$ cat src/rtl/memory_card_if.sv
`default_nettype none
// ============================================================================
//  Module      : memory_card_if
//  Description : Control-bus memory handshake bundle. The control card is the
//                master (drives address, write data and the two requests);
//                the memory card is the slave (drives read data, bus enable,
//                acknowledges and the write-protect error pulse).
//  Revision    : 1.0  initial release
// ============================================================================
interface memory_card_if #(
    parameter int DATAWIDTH = 8
);
    logic [DATAWIDTH-1:0] address;
    logic [DATAWIDTH-1:0] data_in;
    logic [DATAWIDTH-1:0] data_out;
    logic                 data_oe;
    logic                 rd_req;
    logic                 wr_req;
    logic                 rd_ready;
    logic                 wr_done;
    logic                 wp_err;

    modport master (
        output address,
        output data_in,
        output rd_req,
        output wr_req,
        input  data_out,
        input  data_oe,
        input  rd_ready,
        input  wr_done,
        input  wp_err
    );

    modport slave (
        input  address,
        input  data_in,
        input  rd_req,
        input  wr_req,
        output data_out,
        output data_oe,
        output rd_ready,
        output wr_done,
        output wp_err
    );
endinterface
`default_nettype wire

$ cat src/rtl/memory_card.sv
`default_nettype none
// ============================================================================
//  Module      : memory_card
//  Description : Responder end of the control-bus memory handshake. A
//                single-port synchronous RAM served through a 4-phase
//                rd_req/rd_ready and wr_req/wr_done handshake with a fixed
//                number of programmable wait states. All outputs are
//                registered on posedge so they are stable for a control card
//                sampling on negedge.
//  Options     : define MEMCARD_WPROT_EN to make addresses below ROM_TOP
//                read-only (writes are acknowledged but dropped, wp_err
//                pulses for one cycle).
//  Revision    : 1.0  initial release
// ============================================================================
module memory_card #(
    parameter int          DATAWIDTH   = 8,
    parameter int          ADDRWIDTH   = 8,
    parameter int          WAIT_CYCLES = 2,
    parameter int unsigned ROM_TOP     = 32'h10
) (
    input  wire logic      clk,
    input  wire logic      rst,
    memory_card_if.slave   bus
);

    localparam int         c_DEPTH     = 2 ** ADDRWIDTH;
    localparam logic [3:0] c_WAIT_LAST = 4'(WAIT_CYCLES);

    typedef enum logic [2:0] {
        IDLE    = 3'd0,
        RD_WAIT = 3'd1,
        RD_ACK  = 3'd2,
        WR_WAIT = 3'd3,
        WR_ACK  = 3'd4
    } state_t;

    state_t                 state_q,    state_d;
    logic [3:0]             cnt_q,      cnt_d;
    logic [DATAWIDTH-1:0]   addr_q,     addr_d;
    logic [DATAWIDTH-1:0]   wdata_q,    wdata_d;
    logic [DATAWIDTH-1:0]   dout_q,     dout_d;
    logic                   rd_ready_q, rd_ready_d;
    logic                   wr_done_q,  wr_done_d;
    logic                   oe_q,       oe_d;
    logic                   wp_err_q,   wp_err_d;

    logic [DATAWIDTH-1:0]   mem [c_DEPTH];
    logic [ADDRWIDTH-1:0]   w_index;
    logic [DATAWIDTH-1:0]   w_rd_word;
    logic                   w_mem_we;
    logic                   w_prot;

    // Upper address bits are dropped, so addresses alias modulo the depth.
    assign w_index   = addr_q[ADDRWIDTH-1:0];
    assign w_rd_word = mem[w_index];

`ifdef MEMCARD_WPROT_EN
    localparam logic [DATAWIDTH-1:0] c_ROM_TOP = DATAWIDTH'(ROM_TOP);

    // Protection is judged on the full latched bus address, not the RAM index.
    assign w_prot     = (addr_q < c_ROM_TOP);
    assign bus.wp_err = wp_err_q;
`else
    logic w_unused_cfg;

    assign w_prot       = 1'b0;
    assign bus.wp_err   = 1'b0;
    assign w_unused_cfg = ^{addr_q, wp_err_q, (ROM_TOP != 32'd0)};
`endif

    assign bus.data_out = dout_q;
    assign bus.data_oe  = oe_q;
    assign bus.rd_ready = rd_ready_q;
    assign bus.wr_done  = wr_done_q;

    // Handshake state and all registered outputs; RAM is deliberately not here.
    always_ff @(posedge clk or posedge rst) begin
        if (rst) begin
            state_q    <= IDLE;
            cnt_q      <= 4'd0;
            addr_q     <= '0;
            wdata_q    <= '0;
            dout_q     <= '0;
            rd_ready_q <= 1'b0;
            wr_done_q  <= 1'b0;
            oe_q       <= 1'b0;
            wp_err_q   <= 1'b0;
        end else begin
            state_q    <= state_d;
            cnt_q      <= cnt_d;
            addr_q     <= addr_d;
            wdata_q    <= wdata_d;
            dout_q     <= dout_d;
            rd_ready_q <= rd_ready_d;
            wr_done_q  <= wr_done_d;
            oe_q       <= oe_d;
            wp_err_q   <= wp_err_d;
        end
    end

    // Next-state logic: accept in IDLE, count wait states, acknowledge, release.
    always_comb begin
        state_d    = state_q;
        cnt_d      = cnt_q;
        addr_d     = addr_q;
        wdata_d    = wdata_q;
        dout_d     = dout_q;
        rd_ready_d = rd_ready_q;
        wr_done_d  = wr_done_q;
        oe_d       = oe_q;
        wp_err_d   = 1'b0;
        w_mem_we   = 1'b0;

        unique case (state_q)
            IDLE: begin
                // Write has priority when both requests are raised together.
                if (bus.wr_req) begin
                    state_d = WR_WAIT;
                    addr_d  = bus.address;
                    wdata_d = bus.data_in;
                    cnt_d   = 4'd0;
                end else if (bus.rd_req) begin
                    state_d = RD_WAIT;
                    addr_d  = bus.address;
                    cnt_d   = 4'd0;
                end
            end

            RD_WAIT: begin
                // A withdrawn request abandons the transfer without an ack.
                if (!bus.rd_req) begin
                    state_d = IDLE;
                end else if (cnt_q == c_WAIT_LAST) begin
                    dout_d     = w_rd_word;
                    rd_ready_d = 1'b1;
                    oe_d       = 1'b1;
                    state_d    = RD_ACK;
                end else begin
                    cnt_d = cnt_q + 4'd1;
                end
            end

            WR_WAIT: begin
                if (!bus.wr_req) begin
                    state_d = IDLE;
                end else if (cnt_q == c_WAIT_LAST) begin
                    // Protected writes still complete the handshake.
                    wr_done_d = 1'b1;
                    state_d   = WR_ACK;
                    if (w_prot) begin
                        wp_err_d = 1'b1;
                    end else begin
                        w_mem_we = 1'b1;
                    end
                end else begin
                    cnt_d = cnt_q + 4'd1;
                end
            end

            RD_ACK: begin
                if (!bus.rd_req) begin
                    dout_d     = '0;
                    rd_ready_d = 1'b0;
                    oe_d       = 1'b0;
                    state_d    = IDLE;
                end
            end

            WR_ACK: begin
                if (!bus.wr_req) begin
                    wr_done_d = 1'b0;
                    state_d   = IDLE;
                end
            end

            default: begin
                state_d = IDLE;
            end
        endcase
    end

    // RAM write port; the enable comes from the reset state register, so a
    // reset during WR_WAIT can never leave a partial write behind.
    always_ff @(posedge clk) begin
        if (w_mem_we) begin
            mem[w_index] <= wdata_q;
        end
    end

endmodule
`default_nettype wire

$ cat src/flat_wrapper.sv
// flat-port wrapper written by rule: the top's interface ports become plain ports
module memory_card_flat 
#(
    parameter int          DATAWIDTH   = 8,
    parameter int          ADDRWIDTH   = 8,
    parameter int          WAIT_CYCLES = 2,
    parameter int unsigned ROM_TOP     = 32'h10
)
  (clk, rst, bus_address, bus_data_in, bus_rd_req, bus_wr_req, bus_data_out, bus_data_oe, bus_rd_ready, bus_wr_done, bus_wp_err);
  memory_card_if #(.DATAWIDTH(DATAWIDTH)) bus_i ();
  input  wire logic clk;
  input  wire logic rst;
  input wire logic [$bits(bus_i.address)-1:0] bus_address;
  input wire logic [$bits(bus_i.data_in)-1:0] bus_data_in;
  input wire logic [$bits(bus_i.rd_req)-1:0] bus_rd_req;
  input wire logic [$bits(bus_i.wr_req)-1:0] bus_wr_req;
  output wire logic [$bits(bus_i.data_out)-1:0] bus_data_out;
  output wire logic [$bits(bus_i.data_oe)-1:0] bus_data_oe;
  output wire logic [$bits(bus_i.rd_ready)-1:0] bus_rd_ready;
  output wire logic [$bits(bus_i.wr_done)-1:0] bus_wr_done;
  output wire logic [$bits(bus_i.wp_err)-1:0] bus_wp_err;
  assign bus_i.address = bus_address;
  assign bus_i.data_in = bus_data_in;
  assign bus_i.rd_req = bus_rd_req;
  assign bus_i.wr_req = bus_wr_req;
  assign bus_data_out = bus_i.data_out;
  assign bus_data_oe = bus_i.data_oe;
  assign bus_rd_ready = bus_i.rd_ready;
  assign bus_wr_done = bus_i.wr_done;
  assign bus_wp_err = bus_i.wp_err;
  memory_card #(.DATAWIDTH(DATAWIDTH), .ADDRWIDTH(ADDRWIDTH), .WAIT_CYCLES(WAIT_CYCLES), .ROM_TOP(ROM_TOP)) u_core (.clk(clk), .rst(rst), .bus(bus_i));
endmodule
$ cat config.mk
export PLATFORM = sky130hd
export DESIGN_NAME = memory_card_flat
export DESIGN_NICKNAME = d
export VERILOG_FILES = /design/src/rtl/memory_card_if.sv /design/src/rtl/memory_card.sv /design/src/flat_wrapper.sv
export SDC_FILE = /design/constraint.sdc
export NUM_CORES = 2
export LEC_CHECK = 0
export ABC_AREA = 1
export BUFFER_PORTS_ARGS = -buffer_cell sky130_fd_sc_hd__buf_2
export CAP_MARGIN = 20
export CORE_MARGIN = 2
export CORE_UTILIZATION = 35
export DETAILED_ROUTE_END_ITERATION = 6
export HOLD_SLACK_MARGIN = 0.02
export MAX_ROUTING_LAYER = met4
export PLACE_DENSITY_LB_ADDON = 0.3
export RECOVER_POWER = 25
export SLEW_MARGIN = 20
export SYNTH_ARGS = -nofsm -noshare
export SYNTH_HDL_FRONTEND = slang
export SYNTH_SLANG_ARGS = --single-unit
$ cat constraint.sdc
create_clock -name clk -period 3.7 [get_ports clk]
set_input_delay 0.74 -clock clk [delete_from_list [all_inputs] [get_ports clk]]
set_output_delay 0.74 -clock clk [all_outputs]
set_load 0.02 [all_outputs]
### Yosys cells after proc, flatten, opt, wreduce, memory -nomap -nowiden

Memories as Yosys holds them, arrays and structs flattened.
Index checks and enable logic that the tools add are counted.

* add/sub/neg operators: 1
* eq/ne operators: 14
* muxes and demuxes: 33
* reductions and logical operators: 11

Operators by type and width (count)
* $mux 8: 5
* $mux 3: 8
* $mux 4: 5
* $pmux 8 s2: 1
* $pmux 3 s5: 1
* $pmux 4 s3: 1
* $reduce_and 4->1: 3
* $mux 1: 10
* $ne 2x2->1 const B: 4
* $eq 3x2->1 const B: 2
* $ne 3x2->1 const B: 2
* $reduce_bool 2->1: 3
* $reduce_and 5->1: 1
* $add 4x1->4 const B: 1
* $eq 4x2->1 const B: 1
* $ne 2x1->1 const B: 2
* $pmux 1 s2: 2
* $reduce_and 2->1: 2
* $eq 3x1->1 const B: 1
* $eq 3x3->1 const B: 1
* $logic_not 3->1: 1
* $ne 3x3->1 const B: 1
* $reduce_bool 3->1: 1

* register bits: 33
* bits in writable memories: 2048
* input bits: 20
* memories: 1

Memory list
* u_core.mem: depth 256, width 8, rd ports 1, clocked after memory_dff 0, write ports 1, RTL line memory_card.sv:47 `logic [DATAWIDTH-1:0] mem [c_DEPTH];`

### Longest topological paths before layout

* depth in word-level cells: 6
* gate-level depth with buffers: 17
* gate-level depth less buffers: 15

### Least setup slack after synthesis

OpenSTA, ideal clock, no wires.

* path kind: flip-flop to flip-flop
* start: register u_core.wdata_q[0]
* end: memory u_core.mem[0][0] (data pin)
* library setup time: 0.803 ns
* arrival: 3.179 ns
* data required time: 2.897 ns
* path slack: -0.282 ns
* cell stages (with the launch flop): 1
* clock period less this slack: 3.982 ns
* cell sequence: dfrtp_1

RTL lines
* from (decl): RTL line memory_card.sv:40 `logic [DATAWIDTH-1:0] wdata_q, wdata_d;`
* from (signal assigned): RTL line memory_card.sv:92 `wdata_q <= wdata_d;`
* to (decl): RTL line memory_card.sv:47

No word-level cell before the write port.

### Final worst setup path

* start: register u_core.wdata_q[1]
* end: memory u_core.mem[177][1] (data pin)

No word-level cell before the write port.

==> metrics.yaml <==
ys.warnings.count: 0
worst_pin_slew_ps: 3070
setup-tns-final_ps: 0
synth_area_um2: 86000
synth_fp_nets: 8153
pre_cts_ws_ps: 319
start_util: 0.353
seq_area_frac_synth: 0.725
powerDensity_nw_per_um2: 793
final_nets: 8411
post-route-drc-count: 0
worstHoldStart: "bus_address[2]"
wire_per_inst_um: 20.9
period_minus_slack_ps: 3540
crit_start: "u_core.wdata_q[1]"
die_area_um2: 250000
hpwl_um: 146000
crit_path_end_kind: "flop"
cts_sinks: 2081
drtPass1Iterations: 6
vias_per_cell: 4.89
crit_family: "flip-flops"
syn_to_final_growth_pct: 15.3
grt_max_degree: 129
synth_most_common_cell: "nand2_1"
synthCells: 8131
syn_avg_cell_area_um2: 10.6
finalHoldViolations: 0
fmax_mhz: 282
yosys-top-cells-count: "4817 x nand2_1, 2048 x edfxtp_1, 357 x nor2_1"
skew_ps: 45.7
slowest_delay_ps: 2010
synthDistinctLibCells: 28
hold_buffers: 0
cts_buffer_depth: 3
cts_inserted_buffers: 210
wl_um: 246000
rsz0062_at_grt: "no"
synth_flop_cell: "edfxtp_1"
clk_latency_ps: 880
placed_cell_area_um2: 92400
h-tree-depth: 4
start_kind: "flop"
status: "finished, violations left"
yosysTopAreaCellShare: 0.716
slew-limit-headroom: -1.05
core_um2: 244000
rows: 181
cts_tree: "built"
post-route-util: 0.407
design_area_um2: 99100
fillers: 23299
grt_overflow_total: 0
globalplace.congestion: 0.862
violations: "max-capacitance violations, max-slew violations"
worstPathRequired_ps: 4200
ys_seq_elements: 2081
critPathKind: "flop to flop"
p_leak_nw: 39.5
peakVddDrop_uv: 714
antenna_found_initial: 8
grt_pass1_wl_um: 367000
reg2reg_from: "u_core.wdata_q[1]"
setup_ws_ps: 156
io_buffers: 30
postCtsResizedCells: 0
synth_top_cell_by_area: "edfxtp_1"
cts_setup_buffers: 0
async_flop_share: 0.0159
hold_ws_ps: 101
vias: 57636
crit_chain: "clkbuf_2"
drive_gt1_frac: 0.0951
setup-violations-final: 0
finalCritPeriodShare: 0.958
grt_pass1_vias: 55592
drt-initial-drc-count: 6156
finalMaxSlewViolations: 662
cp_num_buf_inv: 1
synth-edff-count: 2048
ios: 32
arrival_ps: 4040
min_path_type: "input pin to flop"
clk_pin_slew_ps: 60
fp.dieW_um: 500
cpMaxStageDelayCell: "dfrtp_1"
die_y_um: 500
root_buffer: "clkbuf_16"
antenna_left: 0
grtUsageTotal: 0.201
max_cap_viol_count: 11
netlist_top_cells_area: "edfxtp_1 72%, nand2_1 21%, nor2_1 1.6%, buf_2 1.1%, nand3_1 1.1%"
worstPathMaxFanout: 46
-- power by group --
| group | total, W | leakage, nW | internal [W] | switching, W |
|---|---|---|---|---|
| clock network | 0.0212 | 3.36 | 0.0121 | 0.00904 |
| registers | 0.0309 | 18.8 | 0.0297 | 0.00119 |
| logic | 0.0264 | 17.3 | 0.00624 | 0.0202 |
-- cells by family (layout without fill, tap and decap cells) --
logic type | after synthesis | in the layout | share of synthesized area
DFF | 2081 | 2081 | 0.725
buffers and inverters | 451 | 892 | 0.0229
and+or+nand+nor | 5374 | 5374 | 0.238
adders and majority gates | 2 | 2 | 0.000291
AOI/OAI and AO/OA | 213 | 213 | 0.0125
other | 1 | 7 | 0.0000436
muxes | 9 | 9 | 0.00118
-- final cells by class --
type,instances,area [um2],area share
sequential,2081,62300,0.629
multi-input combinational,5599,21700,0.219
clock buffer,274,5770,0.0583
tap,3202,4010,0.0404
timing repair buffer,466,4000,0.0404
clock inverter,121,1090,0.0110
inverter,31,140,0.00141
antenna,6,15.0,0.000152
-- path summary, 6_finish.rpt --
path / endpoint / slack (ps) / depth (start not counted)
max reg2reg: u_core.mem[177][1] / 160 / 1
min reg2reg: u_core.bus.data_oe / 520 / 2
max in group asynchronous: u_core.addr_q[1] / 2000 / 2
min: u_core.addr_q[2] / 100 / 3
min in group asynchronous: u_core.wdata_q[2] / 470 / 2
max: u_core.mem[177][1] / 160 / 1
-- sequential cells by signal (all words and copies together), names as in the netlist --
name,flops
u_core.addr_q,8
u_core.bus.data_oe,1
u_core.bus.data_out,8
u_core.bus.wr_done,1
u_core.cnt_q,4
u_core.mem,2048
u_core.state_q,3
u_core.wdata_q,8
-- metal layers --
| metal | routed length (um) | global-route usage | part of all wire |
|---|---|---|---|
| met1 | 107000 | 0.271 | 0.44 |
| met4 | 8570 | 0.0674 | 0.035 |
| met3 | 15800 | 0.0268 | 0.064 |
| met5 | 0 | - | 0 |
| met2 | 115000 | 0.313 | 0.47 |
-- stage by stage --
| stage | cells | total power, W |
|---|---|---|
| after floorplan | 8131 | 0.0458 |
| after global placement | 11379 | 0.0577 |
| after detailed placement | 11379 | 0.0578 |
| after CTS | 11774 | 0.0789 |
| after global routing | 11776 | 0.0824 |
| final | 11780 | 0.0785 |
-- layout by cell type (no fill, tap or decap), drive strengths merged --
cell type / n
nand2: 4817
edfxtp: 2048
buf: 455
nor2: 359
clkbuf: 285
nand3: 187
o21ai: 172
clkinv: 94
a21oi: 37
inv: 34
dfrtp: 33
bufinv: 17
nor3: 10
mux2: 9
clkinvlp: 7
diode: 6
o22ai: 2
ha: 2
nor3b: 1
o2111ai: 1
o21a: 1
conb: 1
-- worst min-delay path: cells and delay by family --
kind	cells	cell delay [ps]
compound gates	1	60
simple gates	1	40
buf+inv	1	80
No activity file was read; power rests on OpenSTA's default activity.
